<file path="src/rtl/decode_stage.sv">
// Decode stage: register file with writeback bypass, RV32I immediate
// generation, load-use hazard detection and an ID/EX output register.
module decode_stage #(
    parameter int unsigned XLEN  = 32,
    parameter int unsigned NREGS = 32,
    parameter int unsigned IDX_W = $clog2(NREGS)
) (
    input  logic             clk,
    input  logic             rst,
    input  logic             in_valid,
    output logic             in_ready,
    input  logic [31:0]      in_instr,
    input  logic [XLEN-1:0]  in_pc,
    input  logic             flush,
    input  logic             wb_en,
    input  logic [IDX_W-1:0] wb_idx,
    input  logic [XLEN-1:0]  wb_data,
    output logic             out_valid,
    input  logic             out_ready,
    output logic [XLEN-1:0]  out_pc,
    output logic [6:0]       out_opcode,
    output logic [2:0]       out_funct3,
    output logic [6:0]       out_funct7,
    output logic [IDX_W-1:0] out_rd,
    output logic [IDX_W-1:0] out_rs1_idx,
    output logic [IDX_W-1:0] out_rs2_idx,
    output logic [XLEN-1:0]  out_rs1_val,
    output logic [XLEN-1:0]  out_rs2_val,
    output logic [XLEN-1:0]  out_imm,
    output logic             out_is_load,
    output logic             out_illegal
);

    typedef enum logic [6:0] {
        OPC_LOAD   = 7'b0000011,
        OPC_OPIMM  = 7'b0010011,
        OPC_AUIPC  = 7'b0010111,
        OPC_STORE  = 7'b0100011,
        OPC_OP     = 7'b0110011,
        OPC_LUI    = 7'b0110111,
        OPC_BRANCH = 7'b1100011,
        OPC_JALR   = 7'b1100111,
        OPC_JAL    = 7'b1101111
    } opcode_t;

    logic [XLEN-1:0]  regs [NREGS];

    logic [6:0]       dec_opcode;
    logic [2:0]       dec_funct3;
    logic [6:0]       dec_funct7;
    logic [IDX_W-1:0] dec_rd;
    logic [IDX_W-1:0] dec_rs1;
    logic [IDX_W-1:0] dec_rs2;
    logic [XLEN-1:0]  dec_rs1_val;
    logic [XLEN-1:0]  dec_rs2_val;
    logic signed [31:0] imm32;
    logic [XLEN-1:0]  dec_imm;
    logic             dec_is_load;
    logic             dec_illegal;

    logic             free;
    logic             hazard;

    // Field extraction; register indices are truncated to IDX_W bits.
    always_comb begin
        dec_opcode = in_instr[6:0];
        dec_funct3 = in_instr[14:12];
        dec_funct7 = in_instr[31:25];
        dec_rd     = IDX_W'(in_instr[11:7]);
        dec_rs1    = IDX_W'(in_instr[19:15]);
        dec_rs2    = IDX_W'(in_instr[24:20]);
    end

    // Register file read with same-cycle writeback bypass.
    always_comb begin
        dec_rs1_val = regs[dec_rs1];
        dec_rs2_val = regs[dec_rs2];
        if (wb_en && (wb_idx == dec_rs1)) begin
            dec_rs1_val = wb_data;
        end
        if (wb_en && (wb_idx == dec_rs2)) begin
            dec_rs2_val = wb_data;
        end
        if (dec_rs1 == '0) begin
            dec_rs1_val = '0;
        end
        if (dec_rs2 == '0) begin
            dec_rs2_val = '0;
        end
    end

    // Immediates are formed at 32 bits, then sign-extended to XLEN.
    always_comb begin
        imm32       = '0;
        dec_is_load = 1'b0;
        dec_illegal = 1'b0;
        case (dec_opcode)
            OPC_LOAD: begin
                imm32       = {{20{in_instr[31]}}, in_instr[31:20]};
                dec_is_load = 1'b1;
            end
            OPC_OPIMM, OPC_JALR: begin
                imm32 = {{20{in_instr[31]}}, in_instr[31:20]};
            end
            OPC_STORE: begin
                imm32 = {{20{in_instr[31]}}, in_instr[31:25], in_instr[11:7]};
            end
            OPC_BRANCH: begin
                imm32 = {{19{in_instr[31]}}, in_instr[31], in_instr[7],
                         in_instr[30:25], in_instr[11:8], 1'b0};
            end
            OPC_LUI, OPC_AUIPC: begin
                imm32 = {in_instr[31:12], 12'b0};
            end
            OPC_JAL: begin
                imm32 = {{11{in_instr[31]}}, in_instr[31], in_instr[19:12],
                         in_instr[20], in_instr[30:21], 1'b0};
            end
            OPC_OP: begin
                imm32 = '0;
            end
            default: begin
                imm32       = '0;
                dec_illegal = 1'b1;
            end
        endcase
        dec_imm = XLEN'(imm32);
    end

    // Hazard compare ignores whether the incoming opcode uses rs1/rs2.
    always_comb begin
        free     = !out_valid || out_ready;
        hazard   = out_valid && out_is_load && (out_rd != '0) &&
                   ((out_rd == dec_rs1) || (out_rd == dec_rs2));
        in_ready = free && !hazard && !flush;
    end

    always_ff @(posedge clk or negedge rst) begin
        if (!rst) begin
            for (int unsigned i = 0; i < NREGS; i++) begin
                regs[i] <= '0;
            end
        end else if (wb_en && (wb_idx != '0)) begin
            regs[wb_idx] <= wb_data;
        end
    end

    always_ff @(posedge clk or negedge rst) begin
        if (!rst) begin
            out_valid   <= 1'b0;
            out_pc      <= '0;
            out_opcode  <= '0;
            out_funct3  <= '0;
            out_funct7  <= '0;
            out_rd      <= '0;
            out_rs1_idx <= '0;
            out_rs2_idx <= '0;
            out_rs1_val <= '0;
            out_rs2_val <= '0;
            out_imm     <= '0;
            out_is_load <= 1'b0;
            out_illegal <= 1'b0;
        end else if (flush) begin
            out_valid <= 1'b0;
        end else if (free) begin
            if (hazard || !in_valid) begin
                out_valid <= 1'b0;
            end else begin
                out_valid   <= 1'b1;
                out_pc      <= in_pc;
                out_opcode  <= dec_opcode;
                out_funct3  <= dec_funct3;
                out_funct7  <= dec_funct7;
                out_rd      <= dec_rd;
                out_rs1_idx <= dec_rs1;
                out_rs2_idx <= dec_rs2;
                out_rs1_val <= dec_rs1_val;
                out_rs2_val <= dec_rs2_val;
                out_imm     <= dec_imm;
                out_is_load <= dec_is_load;
                out_illegal <= dec_illegal;
            end
        end else begin
            // Held instruction picks up writebacks to its source registers.
            if (wb_en && (wb_idx != '0) && (wb_idx == out_rs1_idx)) begin
                out_rs1_val <= wb_data;
            end
            if (wb_en && (wb_idx != '0) && (wb_idx == out_rs2_idx)) begin
                out_rs2_val <= wb_data;
            end
        end
    end

endmodule

</file>
<file path="config.mk">
export PLATFORM = sky130hd
export DESIGN_NAME = decode_stage
export DESIGN_NICKNAME = d
export VERILOG_FILES = /design/src/rtl/decode_stage.sv
export SDC_FILE = /design/constraint.sdc
export NUM_CORES = 2
export LEC_CHECK = 0
export CAP_MARGIN = 20
export CORE_ASPECT_RATIO = 0.8
export CORE_MARGIN = 2
export CORE_UTILIZATION = 46
export DETAILED_ROUTE_END_ITERATION = 12
export GPL_ROUTABILITY_DRIVEN = 0
export PLACE_DENSITY_LB_ADDON = 0.3
export REMOVE_ABC_BUFFERS = 1
export SYNTH_ARGS = -nofsm -noshare
export SYNTH_HDL_FRONTEND = slang
export SYNTH_SLANG_ARGS = --single-unit
</file>
<file path="constraint.sdc">
create_clock -name clk -period 3.2 [get_ports clk]
set_input_delay 0.48 -clock clk [delete_from_list [all_inputs] [get_ports clk]]
set_output_delay 0.48 -clock clk [all_outputs]
set_load 0.01 [all_outputs]
</file>
Yosys cells after proc, flatten, opt, wreduce, memory -nomap -nowiden:

Index checks and enable logic that the tools add are counted.

* input port bits: 107
* ROM bits: 0
* logic and storage cells: 126
* memories kept: 0
* bits in registers: 1187
* memory bits (writable): 0
* bits in latches: 0

* equality and inequality tests: 16
* magnitude comparators: 4
* bitwise operators: 5
* div/mod/pow operators: 0
* $mul: 0
* shift-type cells: 0
* reductions and logical operators: 31
* add/sub/neg operators: 0
* muxes and demuxes: 25

Operators by type and width (count)
* bitwise mux 1024 bit: 1
* two-way mux 32 bit: 15
* binary-select mux 32 bit (select 5 bit): 2
* demux 32 bit (select 5 bit): 1
* case mux 32 bit (5 select lines): 1
* equality test 5 bit: 6
* equality test 7 x 6 -> 1 bit, second input constant: 3
* equality test 7 bit, second input constant: 3
* greater-or-equal comparator 6 bit, second input constant: 3
* inverter 5 -> 6 bit: 3
* equality test 7 x 5 -> 1 bit, second input constant: 2
* logical AND 1 bit: 11
* logical NOT 5 bit: 2
* nonzero test 5 bit: 2
* AND reduction 3 bit: 3
* OR reduction 9 bit: 1
* equality test 7 x 2 -> 1 bit, second input constant: 1
* less-than comparator 6 x 1 -> 1 bit, second input constant: 1
* nonzero test 2 bit: 3
* two-way mux 1 bit: 5
* logical NOT 1 bit: 4
* logical OR 1 bit: 3
* OR reduction 3 bit: 1
* != test 2 bit, second input constant: 1
* other kinds (2): 3

Logic depth before layout (Yosys ltp):

* word-level depth: 8
* gate-level depth with buffers: 12

Least setup slack after synthesis:

OpenSTA, ideal clock, no wires.

* path kind: input-to-reg
* start: in in_instr[20]
* end: reg out_rs2_val[24]
* slack: 0.719 ns
* path buffers: 4
* data arrival time: 2.353 ns
* cell stages on the path: 8
* setup time: 0.128 ns
* path through: buf_2 -> buf_6 -> buf_8 -> buf_2 -> mux4_2 -> mux4_2 -> nor3_1 -> o31ai_1

* longest elaborated chain between the ends: 8

RTL lines
* from (decl): line 12 `input logic [31:0] in_instr,`
* inverter 5 -> 6 bit (not written as such): line 77 `dec_rs2_val = regs[dec_rs2];`
* binary-select mux 32 bit (select 5 bit): line 77
* two-way mux 32 bit (not written as such) (2 in a row): line 77
* two-way mux 32 bit: line 81 `if (wb_en && (wb_idx == dec_rs2)) begin`
* two-way mux 32 bit: line 87 `if (dec_rs2 == '0) begin`
* two-way mux 32 bit: line 166 `if (hazard || !in_valid) begin`
* two-way mux 32 bit: line 165 `end else if (free) begin`
* to (signal assigned): line 178 `out_rs2_val <= dec_rs2_val;`
* to (signal assigned): line 189 `out_rs2_val <= wb_data;`
* to (decl): line 28 `output logic [XLEN-1:0] out_rs2_val,`

Parallel ways exist; a longest one is shown, timed or not. The select of a mux whose other input is x is not followed.
A chain may end at the register's enable or synchronous reset.

Final worst setup path:

* start: reg out_rd[1]
* end: out in_ready

* longest elaborated chain between the ends: 6

RTL lines
* from (decl): line 24 `output logic [IDX_W-1:0] out_rd,`
* from (signal assigned): line 174 `out_rd <= dec_rd;`
* equality test 5 bit or nonzero test 5 bit (tied branches): line 134, 133
* logical OR 1 bit or logical AND 1 bit (tied branches): line 134, 133
* logical AND 1 bit *: line 133 `hazard = out_valid && out_is_load && (out_rd != '0) &&`
* logical NOT 1 bit *: line 135 `in_ready = free && !hazard && !flush;`
* logical AND 1 bit * (2 in a row): line 135
* to (decl): line 11 `output logic in_ready,`

Every way passes the cells marked *; elsewhere a longest branch is shown, timed or not.

==> results.json <==
{
  "grt_max_degree": 82,
  "synth-edff-count": 0,
  "netlist_area_sq_mm": 0.06170,
  "synth_ff_type": "dfrtp_1",
  "critical_path_required_ns": 2.72,
  "irDropWorstVdd_v": 0.0005317,
  "final_max_slew_viol_count": 0,
  "setup_viol": 0,
  "post-route-period-util": 0.9362,
  "cpPeakStageDelay_ns": 0.57,
  "via_per_inst": 6.397,
  "synth_compound_area_frac": 0.05861,
  "track_usage": 0.2896,
  "yosysUniqueCellTypes": 52,
  "dieWidth_um": 413.5,
  "hold_start": "in_pc[28]",
  "synth-simple-area-share": 0.06228,
  "path_cells": "or4_1 > o211ai_1 > nor2_1 > nor3_2 > clkdlybuf4s15_1",
  "final_cell_mix": "dfrtp_1, mux2_2, nand2_1",
  "cp-start-kind": "flip-flop",
  "cp_max_fo": 5,
  "hold_viol_final": 0,
  "antenna_found_initial": 6,
  "numCtsBuffers": 119,
  "worstMarginPinSlew_ns": 1.014,
  "syn_to_final_growth_pct": 16.27,
  "avgRoutedWirePerCell_um": 29.29,
  "finClkSkew_ns": 0.02523,
  "design.core.area_sq_mm": 0.1335,
  "r2r_start": "out_rd[1]$_DFFE_PN0P_",
  "netlist_instances": 4755,
  "synth-seq-area-share": 0.4815,
  "path_clk_slew_ns": 0.06,
  "drive_gt1_frac": 0.3479,
  "synth_top_area_cell": "dfrtp_1",
  "die_h_um": 331.6,
  "grt_pass1_wl_um": 294800,
  "hold_path.class": "input port to flip-flop",
  "synthMuxAreaShare": 0.3538,
  "synth_area_per_cell_sq_um": 12.97,
  "die_area_sq_mm": 0.1371,
  "cts_buffer_depth": 3,
  "dpl.hpwl_um": 124400,
  "io_pins": 271,
  "gr-total-overflow": 0,
  "period_needed_ns": 2.996,
  "synth_top_family_by_area": "multiplexers",
  "antenna_cells": 0,
  "final_common_cell": "dfrtp_1",
  "worstSetupStartpoint": "out_rd[1]$_DFFE_PN0P_",
  "rsz0062_at_grt": "no",
  "max_freq_mhz": 333.8,
  "powerDensity_mw_per_mm2": 602.3,
  "synthAdderAreaFrac": 0,
  "yosys_warnings": 0,
  "synth_area_leaders": "dfrtp_1, mux4_2, mux2_2",
  "fin_util": 0.5374,
  "start_util": 0.4622,
  "place_area_sq_mm": 0.06760,
  "vias": 43370,
  "critPathArrivalTime_ns": 2.52,
  "clk_latency_ns": 0.74,
  "cts_sinks": 1187,
  "stdcell_area_sq_mm": 0.07173,
  "synth_top_area_frac": 0.4815,
  "grt_pass1_vias": 43220,
  "synthArstFlopShare": 1.000,
  "slew_headroom": 0.3219,
  "post-place-cells": 6549,
  "postRouteWirelength_um": 198600,
  "dr.first_iter.drc_count": 4854,
  "rows": 120,
  "fin_tns_setup_ns": 0,
  "cts_root_buf": "clkbuf_16",
  "end_kind": "output port",
  "critPathKind": "flip-flop to output port",
  "io_buffers": 270,
  "slowest_stage": "or4_1",
  "synth_xor_area_frac": 0.004259,
  "ys_ff_latch": 1187,
  "leakage_nw": 31.19,
  "ant_nets": 0,
  "drt_pass1_iterations": 5,
  "fin_cells": 6779,
  "drc_errors": 0,
  "cts_tree": "yes",
  "htreeDepth": 3,
  "status": "completed",
  "nNetsFinal": 5015,
  "max_cap_violations": 0
}
-- stage by stage --
step	total power [mW]	hold slack, ns	setup slack (ns)
after global placement	28.55	0.3784	0.09600
after global routing	45.10	0.2719	0.03293
final	43.20	0.2890	0.2042
after detailed placement	28.94	0.3837	0.1267
after floorplan	25.01	0.1844	-7.962
after CTS	43.30	0.2437	0.08449
-- registers in the layout, indices dropped and copies added (netlist names) --
register	cells
regs	1024
out_imm	32
out_pc	32
out_rs1_val	32
out_rs2_val	32
out_funct7	7
out_opcode	7
out_rd	5
out_rs1_idx	5
out_rs2_idx	5
out_funct3	3
out_illegal	1
out_is_load	1
out_valid	1
-- routing by layer --
layer | track usage | share of wire | up-vias
met5 | 0 | 0.00026 | -
met4 | 0.07443 | 0.026 | 8
met3 | 0.06787 | 0.10 | 353
met2 | 0.4248 | 0.44 | 2180
met1 | 0.4334 | 0.43 | 22880
li1 | - | - | 17950
-- cell families after synthesis --
kind of cell    Yosys count
compound gates          623
flops                  1187
mux                    1478
simple gates            915
xor+xnor                 30
buf+inv                 522
-- synthesized netlist by cell type (all sizes together) (51+ instances only) --
library cell     n
a31oi           60
mux2i          253
nor2           130
dfrtp         1187
mux2           738
o21ai          299
nand2          597
clkbuf         354
buf            149
mux4           487
o31ai           53
a21oi           94
a22oi           51
-- path summary, 6_finish.rpt --
check	to	slack (ns)	cells after the start
min	out_pc[28]$_DFFE_PN0P_	0.29	3
min reg2reg	regs[1007]$_DFFE_PN0P_	0.40	0
min in group asynchronous	out_funct3[1]$_DFFE_PN0P_	0.33	2
max	in_ready	0.20	5
max in group asynchronous	regs[789]$_DFFE_PN0P_	1.72	3
max reg2reg	out_rs1_val[14]$_DFFE_PN0P_	0.55	8
-- report_power, final --
part	internal [mW]	switching [mW]	total [mW]
clock network	8.17	6.21	14.4
registers	17.7	2.14	19.9
logic	5.23	3.71	8.93
-- area by class of cell --
cell class                 count  area (sq um)
tap                         1769          2213
multi-input combinational   3046         29800
clock buffer                 177          3558
timing repair buffer         535          5944
inverter                      19         71.32
sequential                  1187         29700
clock inverter                46         442.9
fill                       11060         61750
-- critical path: cells and delay by family, from the launching register on --
kind / cells / cell delay, ns
and+or+nand+nor: 3 / 0.84
DFF: 1 / 0.44
buffers and inverters: 1 / 0.27
AOI/OAI and AO/OA: 1 / 0.25
-- repair_timing --
item                                    CTS  global route
hold buffers                              1             0
pin swaps                                 1             2
hold endpoints to repair                 49             0
endpoints found under the setup margin    1             1
buffers inserted                          1             0
gates cloned                              0             0
gates resized for setup                   2             1
(Power assumes the default switching activity.)
